### config.mk
export PLATFORM = sky130hd
export DESIGN_NAME = keypad_matrix_scanner
export DESIGN_NICKNAME = d
export VERILOG_FILES = /design/src/rtl/keypad_pkg.sv /design/src/rtl/keypad_event_fifo.sv /design/src/rtl/keypad_matrix_scanner.sv
export SDC_FILE = /design/constraint.sdc
export NUM_CORES = 1
export LEC_CHECK = 0
export BUFFER_PORTS_ARGS = -buffer_cell sky130_fd_sc_hd__clkbuf_2
export CAP_MARGIN = 20
export CORE_MARGIN = 10
export CORE_UTILIZATION = 45
export CTS_BUF_LIST = sky130_fd_sc_hd__clkbuf_4 sky130_fd_sc_hd__clkbuf_8
export DETAILED_ROUTE_END_ITERATION = 12
export PLACE_DENSITY_LB_ADDON = 0.25
export SYNTH_ARGS = -nofsm -noshare
export SYNTH_HDL_FRONTEND = slang
export SYNTH_SLANG_ARGS = --single-unit
### constraint.sdc
create_clock -name clk -period 4.56 [get_ports clk]
set_clock_uncertainty 0.1 [all_clocks]
set_input_delay 0.684 -clock clk [delete_from_list [all_inputs] [get_ports clk]]
set_output_delay 0.684 -clock clk [all_outputs]
set_load 0.02 [all_outputs]
### src/rtl/keypad_pkg.sv
// Shared types and helpers for the matrix keypad scanner and its event consumers.
// The event payload carries a fixed-width key code so any scanner size fits one type.
package keypad_pkg;

    localparam int KEY_CODE_MAX_W = 8;
    localparam int DEF_ROWS       = 4;
    localparam int DEF_COLS       = 3;
    localparam int DEF_KW         = $clog2(DEF_ROWS * DEF_COLS);

    typedef struct packed {
        logic [KEY_CODE_MAX_W-1:0] code;
        logic                      press;
    } keypad_evt_t;

    // Flat key number of the switch at (row, col); consumers decode with the same rule.
    function automatic logic [KEY_CODE_MAX_W-1:0] key_index(input int row, input int col,
                                                            input int cols);
        return KEY_CODE_MAX_W'(row * cols + col);
    endfunction

endpackage

### src/rtl/keypad_event_fifo.sv
// First-word-fall-through event queue: the head entry is visible whenever the queue is non-empty.
// A push into a full queue is accepted only when a pop frees a slot in the same cycle.
module keypad_event_fifo
    import keypad_pkg::*;
#(
    parameter int DEPTH = 4
) (
    input  logic        clk,
    input  logic        rst,
    input  logic        push,
    input  keypad_evt_t push_data,
    input  logic        pop,
    output keypad_evt_t head,
    output logic        empty,
    output logic        full
);

    localparam int AW = $clog2(DEPTH);

    keypad_evt_t   mem [DEPTH];
    logic [AW-1:0] wr_ptr;
    logic [AW-1:0] rd_ptr;
    logic [AW:0]   count;
    logic          do_push;
    logic          do_pop;

    assign empty   = (count == '0);
    assign full    = (count == (AW+1)'(DEPTH));
    assign do_pop  = pop && !empty;
    assign do_push = push && (!full || do_pop);
    assign head    = empty ? '0 : mem[rd_ptr];

    always_ff @(posedge clk) begin
        if (rst) begin
            wr_ptr <= '0;
            rd_ptr <= '0;
            count  <= '0;
        end else begin
            if (do_push) wr_ptr <= wr_ptr + 1'b1;
            if (do_pop)  rd_ptr <= rd_ptr + 1'b1;
            case ({do_push, do_pop})
                2'b10:   count <= count + 1'b1;
                2'b01:   count <= count - 1'b1;
                default: count <= count;
            endcase
        end
    end

    // Storage needs no reset: empty masks the head and pointers gate every read.
    always_ff @(posedge clk) begin
        if (do_push) mem[wr_ptr] <= push_data;
    end

endmodule

### src/rtl/keypad_matrix_scanner.sv
// Row-scan matrix keypad controller: rotates a one-hot row drive, debounces each key on its
// row's sample cycle and queues press/release events for a consumer.
module keypad_matrix_scanner
    import keypad_pkg::*;
#(
    parameter int COLS       = 3,
    parameter int ROWS       = 4,
    parameter int DEBOUNCE   = 5,
    parameter int SCAN_DIV   = 1,
    parameter int FIFO_DEPTH = 4
) (
    input  logic                            clk,
    input  logic                            rst,
    input  logic                            en,
    input  logic [COLS-1:0]                 keypadc,
    output logic [ROWS-1:0]                 keypadr,
    output logic [ROWS*COLS-1:0]            keys,
    output logic                            evt_valid,
    input  logic                            evt_ready,
    output logic [$clog2(ROWS*COLS)-1:0]    evt_code,
    output logic                            evt_press,
    output logic                            overflow
);

    localparam int NK  = ROWS * COLS;
    localparam int KW  = $clog2(NK);
    localparam int CW  = $clog2(DEBOUNCE + 1);
    localparam int DW  = $clog2(SCAN_DIV + 1);
    localparam int RW  = $clog2(ROWS);
    localparam int CCW = (COLS > 1) ? $clog2(COLS) : 1;

    localparam logic [CW-1:0] CNT_MAX    = CW'(DEBOUNCE - 1);
    localparam logic [DW-1:0] DWELL_LAST = DW'(SCAN_DIV - 1);

    logic [ROWS-1:0] row_q;
    logic [ROWS-1:0] row_d;
    logic [DW-1:0]   dwell_q;
    logic [DW-1:0]   dwell_d;
    logic            row_ok;
    logic            sample;
    logic [RW-1:0]   row_idx;
    logic [KW-1:0]   key_base;

    logic [NK-1:0]   keys_q;
    logic [CW-1:0]   cnt_q [NK];
    logic [CW-1:0]   cur_cnt [COLS];
    logic [COLS-1:0] disagree;
    logic            commit_hit;
    logic [CCW-1:0]  commit_col;
    logic            overflow_q;

    keypad_evt_t     evt_data;
    keypad_evt_t     fifo_head;
    logic            evt_push;
    logic            fifo_empty;
    logic            fifo_full;

    assign row_ok = $onehot(row_q);

    // Scan FSM: state register
    always_ff @(posedge clk) begin
        if (rst) begin
            row_q   <= ROWS'(1);
            dwell_q <= '0;
        end else begin
            row_q   <= row_d;
            dwell_q <= dwell_d;
        end
    end

    // Scan FSM: next state; a corrupted row ring recovers to row 0 even while disabled
    always_comb begin
        row_d   = row_q;
        dwell_d = dwell_q;
        if (!row_ok) begin
            row_d   = ROWS'(1);
            dwell_d = '0;
        end else if (en) begin
            if (dwell_q == DWELL_LAST) begin
                dwell_d = '0;
                row_d   = {row_q[ROWS-2:0], row_q[ROWS-1]};
            end else begin
                dwell_d = dwell_q + 1'b1;
            end
        end
    end

    // Scan FSM: outputs
    always_comb begin
        keypadr = row_q;
        sample  = en && row_ok && (dwell_q == DWELL_LAST);
        row_idx = '0;
        for (int r = 0; r < ROWS; r++) begin
            if (row_q[r]) row_idx = RW'(r);
        end
    end

    assign key_base = KW'(key_index(int'(row_idx), 0, COLS));

    // Descending scan so the lowest due column ends up as the single commit this sample.
    always_comb begin
        commit_hit = 1'b0;
        commit_col = '0;
        disagree   = '0;
        cur_cnt    = '{default: '0};
        for (int c = COLS - 1; c >= 0; c--) begin
            disagree[c] = keypadc[c] ^ keys_q[key_base + KW'(c)];
            cur_cnt[c]  = cnt_q[key_base + KW'(c)];
            if (disagree[c] && (cur_cnt[c] >= CNT_MAX)) begin
                commit_hit = 1'b1;
                commit_col = CCW'(c);
            end
        end
    end

    assign evt_push       = sample && commit_hit;
    assign evt_data.code  = key_index(int'(row_idx), int'(commit_col), COLS);
    assign evt_data.press = keypadc[commit_col];

    // Due keys that lose arbitration keep their count saturated and commit on a later visit.
    always_ff @(posedge clk) begin
        if (rst) begin
            keys_q     <= '0;
            overflow_q <= 1'b0;
            for (int k = 0; k < NK; k++) cnt_q[k] <= '0;
        end else begin
            if (sample) begin
                for (int c = 0; c < COLS; c++) begin
                    if (!disagree[c]) begin
                        cnt_q[key_base + KW'(c)] <= '0;
                    end else if (cur_cnt[c] < CNT_MAX) begin
                        cnt_q[key_base + KW'(c)] <= cur_cnt[c] + 1'b1;
                    end else if (commit_hit && (commit_col == CCW'(c))) begin
                        cnt_q[key_base + KW'(c)]  <= '0;
                        keys_q[key_base + KW'(c)] <= ~keys_q[key_base + KW'(c)];
                    end
                end
            end
            if (evt_push && fifo_full && !evt_ready) overflow_q <= 1'b1;
        end
    end

    keypad_event_fifo #(
        .DEPTH(FIFO_DEPTH)
    ) u_fifo (
        .clk      (clk),
        .rst      (rst),
        .push     (evt_push),
        .push_data(evt_data),
        .pop      (evt_ready),
        .head     (fifo_head),
        .empty    (fifo_empty),
        .full     (fifo_full)
    );

    assign keys      = keys_q;
    assign evt_valid = !fifo_empty;
    assign evt_code  = KW'(fifo_head.code);
    assign evt_press = fifo_head.press;
    assign overflow  = overflow_q;

endmodule

==> impl_results.md <==
* Setup slack after placement at between 0.1 and 0.15 ns
* TritonRoute pass-1 iters at 6
* Syn nets at 828
* Die Y at ~150 um
* Initial Util at 0.458
* Pleak at roughly 3.2 nW
* CP max stage cell: fa_1
* Post-route cell area at between 8000 and 9000 um^2
* Critical path type: reg2reg
* Met1 wire length at between 10000 and 15000 um
* Element type at the critical path start: flop
* Reg2reg setup slack at around 0.15 ns
* Int Power at about 2.6 mW
* Max-slew headroom at 0.389
* Global-route wire length before repair at between 40000 and 50000 um
* Clock transition at path regs at approximately 0.11 ns
* CTS tree: built
* Max Fclk at 227 MHz
* Data required time of the critical path at about 4.6 ns
* Register bit total from synthesis at 94
* I/O pin cnt at 30
* CTS Sinks at between 90 and 100
* Area growth syn-to-layout at 8.44%
* Share of layout cells above drive strength 1 at 0.181
* Clk Latency, worst-skew pair at around 0.40 ns
* Final core utilization at 0.497
* Hold Path Origin: overflow$_SDFFE_PP0P_
* Post-Place Cell Area at roughly 8000 um^2
* Routed wl met2 at roughly 12000 um
* Pwr dens at ~600 nW/um^2
* Status: completed
* # rows at 47
* Post-synth cell types at between 80 and 90
* Number of port buffers at 29
* Final period utilization at 0.968
* Async set-reset flop share out of synthesis at 0
* Final Hold Fails at 0
* Worst setup margin at ~0.15 ns
* Core area at 16600 um^2
* Crit-path most repeated cell: nor2_1
* DRT Wirelength at roughly 27000 um
* EDFF count, synth at 68
* Gate power share at 0.610
* Reg-to-Reg Start: keypadr[1]$_SDFFE_PP0P_
* DRT iter0 DRCs at roughly 1200
* Mapped cell area at 7600 um^2
* Final Max Slew Viols at 0
* Full die area at ~22000 um^2
* Crit path buf inv count at 4
* Final setup viols at 0
* CTS Buffer Depth at 2
* Sequential share of the synthesized area at 0.337
* GR Overflow Total at 0
* Total global-route track usage at 0.236
* Post-Syn Instances at between 800 and 900
* Wire per inst at about 26 um
* Worst Hold Class: reg2reg
* Number of diodes at 0
* H-tree depth reported by CTS at 3
* Sw Ratio at 0.486
* TritonCTS buffer count at 9
* Total number of vias at roughly 7000
* Fin crit period at 4.41 ns
* Max stage delay on crit path at ~0.51 ns
* Largest delay share family, worst path: simple AND/OR/NAND/NOR gates
* Die width at roughly 150 um
* # fillers at approximately 1600
* Number of vias per cell at around 6.8
* Root Buffer: clkbuf_8
* R2R cell count at 15
* Crit path cell chain: buf_4 > inv_1 > fa_1 > inv_1 > ha_1 > ha_1 > nor2_1 > and3_1 > nand2b_1 > buf_4 > nor2_1 > o21ai_1 > nor2_1 > mux2i_1 > mux2i_1
* Maximum fanout along the worst path at 22
* Top routing layer used: met4
* Psw at between 2 and 2.5 mW
* Critical path endpoint category: flop
* VDD IR max at around 0.27 mV
* Initial antenna violation count at 0
* Routability cong. at about 1
* Pin count of the biggest net entering global routing at 34
* Nets@finish at about 840
* Half-perimeter wire length after placement at around 19000 um
* Routed wl met3 at between 2000 and 3000 um
* Final TNS setup at 0 ns
* Hold depth at 2
* Ys Warns at 0
* Seq pwr share at 0.258
* Clk network pwr share at 0.132
* Avg Synthesized Cell Area at ~9.5 um^2
* Vias in the first global route at between 6000 and 7000
* Max Cap Viol at 0
* Hold Path End: overflow$_SDFFE_PP0P_
* Worst slew pin tran at a little over 0.9 ns
* Worst EP arrival at 4.42 ns
* Dominant synthesized flop cell: edfxtp_1
* # DRC at 0
* Reg-to-reg critical path endpoint: cnt_q[15][1]$_DFFE_PP_
* RSZ-0062 raised after global routing: no
* Tot Pwr at about 5 mW
* Final antenna-violating net count at 0
## cells by family after synthesis
logic type,Yosys count,share of synthesized area
buffers and inverters,90,0.0520
and+or+nand+nor,292,0.192
DFF,94,0.337
xor gates and xnor gates,7,0.00806
muxes,115,0.199
AOI/OAI and AO/OA,183,0.176
adders and majority gates,20,0.0349
## layout by cell type, fill, tap and decap left out, types with 4 or more instances in the layout
| cell type | count |
|---|---|
| xnor2_1 | 6 |
| or3_1 | 4 |
| mux4_2 | 28 |
| nand2_1 | 94 |
| o211ai_1 | 5 |
| nand2b_1 | 11 |
| nand4_1 | 7 |
| and3_1 | 17 |
| o21ai_1 | 6 |
| nor2_1 | 53 |
| nor3_1 | 6 |
| nor2b_1 | 14 |
| inv_1 | 15 |
| clkbuf_2 | 29 |
| nand3_1 | 41 |
| a22oi_1 | 19 |
| o21ai_0 | 21 |
| a21oi_1 | 29 |
| a31oi_1 | 22 |
| ha_1 | 16 |
| and2_1 | 19 |
| buf_4 | 37 |
| a211oi_1 | 9 |
| nand3b_1 | 4 |
| nor3b_1 | 4 |
| dfxtp_1 | 26 |
| mux2i_1 | 76 |
| a211oi_2 | 4 |
| clkbuf_8 | 9 |
| edfxtp_1 | 68 |
| a221oi_1 | 4 |
| o31ai_1 | 4 |
| a21o_1 | 7 |
| mux2_2 | 8 |
## per-layer routing
metal | global-route usage | vias to the layer above
met5 | 0 | -
met4 | 0.0773 | 0
met3 | 0.0540 | 56
met2 | 0.347 | 459
met1 | 0.333 | 3418
li1 | - | 3052
## layout make-up
type,instances,area [um^2],share of cell area
inverter,20,78.8,0.00956
multi-input combinational,617,4670,0.566
clock buffer,9,124,0.0150
timing repair buffer,67,438,0.0531
sequential,94,2560,0.311
clock inverter,7,96.3,0.0117
tap,220,275,0.0334
## worst min-delay path: cells and delay by family (launching register included)
kind | cells | cell delay (ns)
DFF | 1 | 0.34
and+or+nand+nor | 1 | 0.07
AOI/OAI and AO/OA | 1 | 0.05
## state kept, by name, indices dropped and copies added, names as in the netlist, named ones only
signal and count:
keys 12, u_fifo.rd_ptr 2, u_fifo.count 3, u_fifo.mem 20, cnt_q 48, overflow 1, u_fifo.wr_ptr 2, keypadr 4
## cell usage after synthesis (8+ instances only)
cell type,instances,share of area
edfxtp_1,68,0.27
dfxtp_1,26,0.068
o21ai_0,21,0.014
a22oi_1,19,0.019
mux2i_1,76,0.10
nor2_1,53,0.026
a211oi_1,9,0.0089
and2_1,21,0.017
and3_1,17,0.014
nand3_1,41,0.027
nand2_1,94,0.046
nor2b_1,14,0.012
a31oi_1,22,0.018
buf_2,13,0.0086
mux4_2,28,0.083
inv_1,15,0.0074
mux2_2,8,0.012
a21oi_1,29,0.019
clkbuf_1,46,0.023
nand2b_1,11,0.0091
ha_1,18,0.030
## what timing repair did
item                                    CTS  global route
resized for setup                         0             4
buffers inserted                          0             3
hold buffers                              0             0
endpoints found under the setup margin    0            14
## stage by stage
| step | cells | hold WS [ns] |
|---|---|---|
| finish | 1034 | 0.387 |
| global route | 1034 | 0.406 |
| CTS | 1031 | 0.385 |
| detailed placement | 1015 | 0.356 |
| global placement | 1015 | 0.360 |
| floorplan | 801 | 0.385 |
## worst max path at each step
stage / startpoint / endpoint / slack [ns] / cells past startpoint
after floorplan: keypadr[2]$_SDFFE_PP0P_ / u_fifo.count[2]$_SDFFE_PP0P_ / 0.005 / 20
after global placement: keypadr[3]$_SDFFE_PP0P_ / u_fifo.count[2]$_SDFFE_PP0P_ / 0.36 / 14
after detailed placement: keypadr[3]$_SDFFE_PP0P_ / u_fifo.count[2]$_SDFFE_PP0P_ / 0.13 / 14
after CTS: keypadr[3]$_SDFFE_PP0P_ / u_fifo.count[2]$_SDFFE_PP0P_ / 0.13 / 14
after global routing: keypadr[3]$_SDFFE_PP0P_ / cnt_q[12][2]$_DFFE_PP_ / 0.01 / 12
final: keypadr[1]$_SDFFE_PP0P_ / cnt_q[15][1]$_DFFE_PP_ / 0.15 / 15
## power by group through the flow
stage	clock network, mW	logic [mW]	registers, mW
2_1_floorplan	0	2.08	1.25
3_5_place_dp	0	2.90	1.29
6_report	0.656	3.04	1.29
3_3_place_gp	0	2.84	1.29
4_1_cts	0.659	2.91	1.27
5_1_grt	0.691	3.22	1.29
(Power assumes the default switching activity.)
